==> src/rtl/wash_cycle_ctrl.sv <==
// Washing-machine cycle sequencer: SOAK -> WASH (xN passes) -> RINSE -> SPIN -> DONE.
// Define WASH_PAUSE_EN to compile in pause_i support (freezes timed phases).
module wash_cycle_ctrl #(
  parameter int unsigned SOAK_T   = 3,
  parameter int unsigned WASH_T   = 3,
  parameter int unsigned RINSE_T  = 3,
  parameter int unsigned SPIN_T   = 3,
  parameter int unsigned CNT_W    = 8,
  parameter int unsigned MAX_WASH = 4
) (
  input  logic       clk,
  input  logic       rst,
  input  logic       start_i,
  input  logic [2:0] wash_cnt_i,
  input  logic       pause_i,
  input  logic       abort_i,
  output logic [2:0] phase_o,
  output logic [2:0] wash_pass_o,
  output logic       busy_o,
  output logic       door_lock_o,
  output logic       done_o,
  output logic       abort_o
);

  typedef enum logic [2:0] {
    StIdle  = 3'd0,
    StSoak  = 3'd1,
    StWash  = 3'd2,
    StRinse = 3'd3,
    StSpin  = 3'd4,
    StDone  = 3'd5,
    StAbort = 3'd6
  } state_e;

  localparam logic [CNT_W-1:0] SoakLast  = CNT_W'(SOAK_T - 1);
  localparam logic [CNT_W-1:0] WashLast  = CNT_W'(WASH_T - 1);
  localparam logic [CNT_W-1:0] RinseLast = CNT_W'(RINSE_T - 1);
  localparam logic [CNT_W-1:0] SpinLast  = CNT_W'(SPIN_T - 1);
  localparam logic [2:0]       MaxPass   = 3'(MAX_WASH);

  state_e           state_q, state_d;
  logic [CNT_W-1:0] timer_q, timer_d;
  logic [2:0]       pass_q, pass_d;
  logic [2:0]       passes_q, passes_d;
  logic [2:0]       passes_clamped;
  logic [CNT_W-1:0] last;
  logic             hold;

`ifdef WASH_PAUSE_EN
  assign hold = pause_i;
`else
  logic unused_pause;
  assign hold         = 1'b0;
  assign unused_pause = pause_i;
`endif

  always_comb begin
    if (wash_cnt_i == 3'd0) begin
      passes_clamped = 3'd1;
    end else if (wash_cnt_i > MaxPass) begin
      passes_clamped = MaxPass;
    end else begin
      passes_clamped = wash_cnt_i;
    end
  end

  always_comb begin
    case (state_q)
      StSoak:  last = SoakLast;
      StWash:  last = WashLast;
      StRinse: last = RinseLast;
      default: last = SpinLast;
    endcase
  end

  always_comb begin
    state_d  = state_q;
    timer_d  = timer_q;
    pass_d   = pass_q;
    passes_d = passes_q;
    case (state_q)
      StIdle: begin
        if (start_i) begin
          state_d  = StSoak;
          timer_d  = '0;
          pass_d   = '0;
          passes_d = passes_clamped;
        end
      end
      StSoak, StWash, StRinse, StSpin: begin
        // abort beats pause, pause beats expiry
        if (abort_i) begin
          state_d = StAbort;
          timer_d = '0;
        end else if (!hold) begin
          if (timer_q == last) begin
            timer_d = '0;
            case (state_q)
              StSoak: begin
                state_d = StWash;
                pass_d  = 3'd1;
              end
              StWash: begin
                if (pass_q < passes_q) begin
                  pass_d = pass_q + 3'd1;
                end else begin
                  state_d = StRinse;
                end
              end
              StRinse: state_d = StSpin;
              default: state_d = StDone;
            endcase
          end else begin
            timer_d = timer_q + CNT_W'(1);
          end
        end
      end
      StDone, StAbort: begin
        state_d = StIdle;
        pass_d  = '0;
      end
      default: begin
        state_d = StIdle;
        timer_d = '0;
        pass_d  = '0;
      end
    endcase
  end

  // Outputs are decoded from the next state so they line up with state_q.
  always_ff @(posedge clk or negedge rst) begin
    if (!rst) begin
      state_q     <= StIdle;
      timer_q     <= '0;
      pass_q      <= '0;
      passes_q    <= '0;
      phase_o     <= '0;
      wash_pass_o <= '0;
      busy_o      <= 1'b0;
      door_lock_o <= 1'b0;
      done_o      <= 1'b0;
      abort_o     <= 1'b0;
    end else begin
      state_q     <= state_d;
      timer_q     <= timer_d;
      pass_q      <= pass_d;
      passes_q    <= passes_d;
      phase_o     <= state_d;
      wash_pass_o <= (state_d == StWash) ? pass_d : 3'd0;
      busy_o      <= (state_d inside {StSoak, StWash, StRinse, StSpin});
      door_lock_o <= (state_d inside {StSoak, StWash, StRinse, StSpin, StDone});
      done_o      <= (state_d == StDone);
      abort_o     <= (state_d == StAbort);
    end
  end

endmodule

==> config.mk <==
export PLATFORM = sky130hd
export DESIGN_NAME = wash_cycle_ctrl
export DESIGN_NICKNAME = d
export VERILOG_FILES = /design/src/rtl/wash_cycle_ctrl.sv
export SDC_FILE = /design/constraint.sdc
export NUM_CORES = 1
export LEC_CHECK = 0
export BUFFER_PORTS_ARGS = -buffer_cell sky130_fd_sc_hd__buf_2
export CAP_MARGIN = 0
export CORE_MARGIN = 4
export CORE_UTILIZATION = 60
export CTS_BUF_LIST = sky130_fd_sc_hd__clkbuf_16
export CTS_CLUSTER_DIAMETER = 200
export DETAILED_ROUTE_END_ITERATION = 10
export PLACE_DENSITY = 0.84
export SYNTH_ARGS = -nofsm -noshare
export SYNTH_HDL_FRONTEND = slang
export SYNTH_SLANG_ARGS = --single-unit
==> constraint.sdc <==
create_clock -name clk -period 2.8 [get_ports clk]
set_input_delay 0.56 -clock clk [delete_from_list [all_inputs] [get_ports clk]]
set_output_delay 0.56 -clock clk [all_outputs]
set_load 0.01 [all_outputs]
==> impl_metrics.json <==
{
  "fin_crit_sh_pct": 77.14,
  "p_sw_w": 0.0006311,
  "crit_path_max_incr_delay_ps": 580,
  "clockBufferDepth": 2,
  "port_buffers": 16,
  "grt_pass1_wl_um": 4961,
  "overflow": 0,
  "clkLatencyLatePin_ps": 250,
  "antenna_found_initial": 0,
  "worstPathCellList": "nor3_1 > nand2_1 > nand2b_1 > o311a_4 > nor4_4 > and3b_1",
  "place_area_um2": 1473,
  "place_hpwl_um": 1982,
  "routedWlPerCell_um": 14.64,
  "fin_crit_ps": 2160,
  "cts_buffers": 3,
  "p_leak_nw": 0.6941,
  "postCtsSetupBuffers": 0,
  "grt_max_degree": 25,
  "holdBufCountCts": 0,
  "die_area_um2": 3137,
  "finalHoldViolations": 0,
  "area_growth_pct": 12.22,
  "diodes": 0,
  "netlist_area_um2": 1383,
  "outcome": "completed",
  "max_cap_violations": 0,
  "clock-sinks": 24,
  "yosysUniqueCellTypes": 42,
  "synthesis.nets": 151,
  "path_max_fanout": 14,
  "ioPinCount": 18,
  "wl_um": 2664,
  "drive_above_1_share_pct": 19.48,
  "switching_share_pct": 41.49,
  "pwr-share-comb_pct": 43.7,
  "power.density_nw_per_um2": 980.4,
  "arrival_ps": 2300,
  "routabilityCongestion": 0.8699,
  "seqPwrFrac_pct": 36.4,
  "yosysWarningCount": 0,
  "cp.required_ps": 2940,
  "synthCells": 138,
  "num_rows": 17,
  "fmax_mhz": 463.0,
  "setup_viol": 0,
  "routed_via_density": 6.121,
  "slew-limit-headroom_pct": 62.98,
  "clkPwrFrac_pct": 19.9,
  "ir_drop_mv": 0.8323,
  "drc": 0,
  "finalNetCount": 168,
  "seq_area_frac_synth_pct": 43.44,
  "ys_ff_latch": 24,
  "clock-skew-final_ps": 3.538,
  "grt_setup_unrepaired": "false",
  "start_util_pct": 62.50,
  "crit_buf_inv": 0,
  "grt_pass1_vias": 1151,
  "path_clk_slew_ps": 60,
  "crit_slowest_cell": "dfrtp_1",
  "critical_path.top_delay_family": "simple AND/OR/NAND/NOR gates",
  "first_pass_iters": 4,
  "h-tree-depth": 1,
  "root_buffer": "clkbuf_16",
  "track_usage_pct": 19.32,
  "synth_edf_count": 0,
  "finalSetupTns_ps": 0,
  "ant_nets": 0,
  "core_um2": 2212,
  "syn_avg_cell_area_um2": 10.02,
  "cts-resized-gates": 0,
  "crit_type": "flip-flop to flip-flop",
  "die_w_um": 56.01,
  "synthFlopType": "dfrtp_1",
  "die-height_um": 56.01,
  "async_flop_share_pct": 100.0,
  "drv_slew": 0,
  "critPathCaptureType": "flip-flop",
  "p_int_w": 0.0008900,
  "tightest_slew_ps": 555.3,
  "hold_class": "primary input to async pin",
  "routed-via-count": 1114,
  "stdcell_area_um2": 1551,
  "start_kind": "flip-flop",
  "drt_iter0_drc": 35,
  "cts_tree": "done"
}
power by group through the flow:
stage          Clock, W  Sequential (W)  Combinational [W]
2_1_floorplan         0        0.000510           0.000553
3_3_place_gp          0        0.000548           0.000633
3_5_place_dp          0        0.000552           0.000660
4_1_cts        0.000307        0.000549           0.000667
5_1_grt        0.000327        0.000566           0.000754
6_report       0.000302        0.000554           0.000665
metrics by stage:
stage          util [%]  std cells  hold WS (ps)  total power (W)  setup slack, ps
6_report          70.14        182         272.6         0.001521            640.0
5_1_grt           70.14        182         324.6         0.001648            468.2
4_1_cts           70.14        182         294.9         0.001522            658.3
3_5_place_dp      66.57        178         472.6         0.001212            691.0
3_3_place_gp      66.57        178         466.6         0.001181            738.2
2_1_floorplan         -        138         264.4         0.001063            906.2
final timing paths:
check / from / endpoint / slack, ps / depth (start not counted)
worst min register to register: passes_q[1] / passes_q[1] / 490 / 2
max in group asynchronous: rst / state_q[2] / 2180 / 1
min in group clk: passes_q[1] / passes_q[1] / 490 / 2
worst min-delay path: rst / door_lock_o / 270 / 1
worst max-delay path: state_q[2] / wash_pass_o[2] / 640 / 6
worst max register to register: state_q[2] / wash_pass_o[2] / 640 / 6
kinds of logic after synthesis:
logic type      share of synthesized area, %
compound gates                         17.20
xor+xnor                               3.167
fa+ha+maj                              4.525
buf+inv                                3.529
flops                                  43.44
mux                                   0.8144
simple gates                           27.33
sequential cells by signal, summed over array words and instances, names as in the netlist:
signal,cells
pass_q,3
done_o,1
busy_o,1
timer_q,8
abort_o,1
passes_q,3
state_q,3
door_lock_o,1
wash_pass_o,3
layer usage:
metal  share of wire [%]  vias up  GRT usage [%]
li1                    -      535              -
met1                  46      532          25.44
met2                  46       39          31.05
met3                 6.0        8          4.408
met4                 1.5        0          6.780
met5                   0        -              0
cell usage in the layout, fill, tap and decap left out, drive strengths merged:
| cell | count |
|---|---|
| a41o | 1 |
| o211ai | 1 |
| nand2b | 3 |
| clkbuf | 3 |
| or2 | 2 |
| o31ai | 3 |
| buf | 16 |
| a22oi | 2 |
| a31oi | 1 |
| dfrtp | 24 |
| inv | 5 |
| a21oi | 2 |
| clkinv | 1 |
| and3b | 1 |
| mux2 | 1 |
| and2 | 3 |
| o21a | 1 |
| a211oi | 1 |
| o311a | 1 |
| xor2 | 1 |
| nor4 | 5 |
| nand4 | 1 |
| o221ai | 1 |
| nor3b | 1 |
| nand3 | 9 |
| nand2 | 14 |
| nor3 | 4 |
| ha | 5 |
| and3 | 3 |
| nor2b | 4 |
| xnor2 | 4 |
| nor2 | 10 |
| a2111oi | 1 |
| o22ai | 1 |
| o21bai | 1 |
| nand3b | 1 |
| o21ai | 16 |
layout make-up:
type | instances | area (um2)
sequential | 24 | 600.6
fill | 165 | 660.6
clock inverter | 1 | 3.754
multi-input combinational | 105 | 733.2
clock buffer | 3 | 75.07
inverter | 5 | 23.77
timing repair buffer | 16 | 80.08
tap | 28 | 35.03
synthesized netlist by cell type, types with 2 or more instances:
| cell | number | area, um2 |
|---|---|---|
| a21oi_1 | 2 | 10.01 |
| a22oi_1 | 2 | 15.01 |
| and2_1 | 3 | 18.77 |
| and3_1 | 3 | 18.77 |
| buf_2 | 2 | 10.01 |
| dfrtp_1 | 24 | 600.6 |
| ha_1 | 5 | 62.56 |
| inv_1 | 4 | 15.01 |
| nand2_1 | 14 | 52.55 |
| nand2b_1 | 3 | 18.77 |
| nand3_1 | 8 | 40.04 |
| nor2_1 | 10 | 37.54 |
| nor2b_1 | 4 | 25.02 |
| nor3_1 | 2 | 10.01 |
| nor3_2 | 2 | 20.02 |
| nor4_1 | 2 | 12.51 |
| nor4_4 | 3 | 63.81 |
| o21ai_0 | 16 | 80.08 |
| o31ai_1 | 3 | 22.52 |
| xnor2_1 | 4 | 35.03 |
Note: power is estimated with default switching activity, not from simulation.
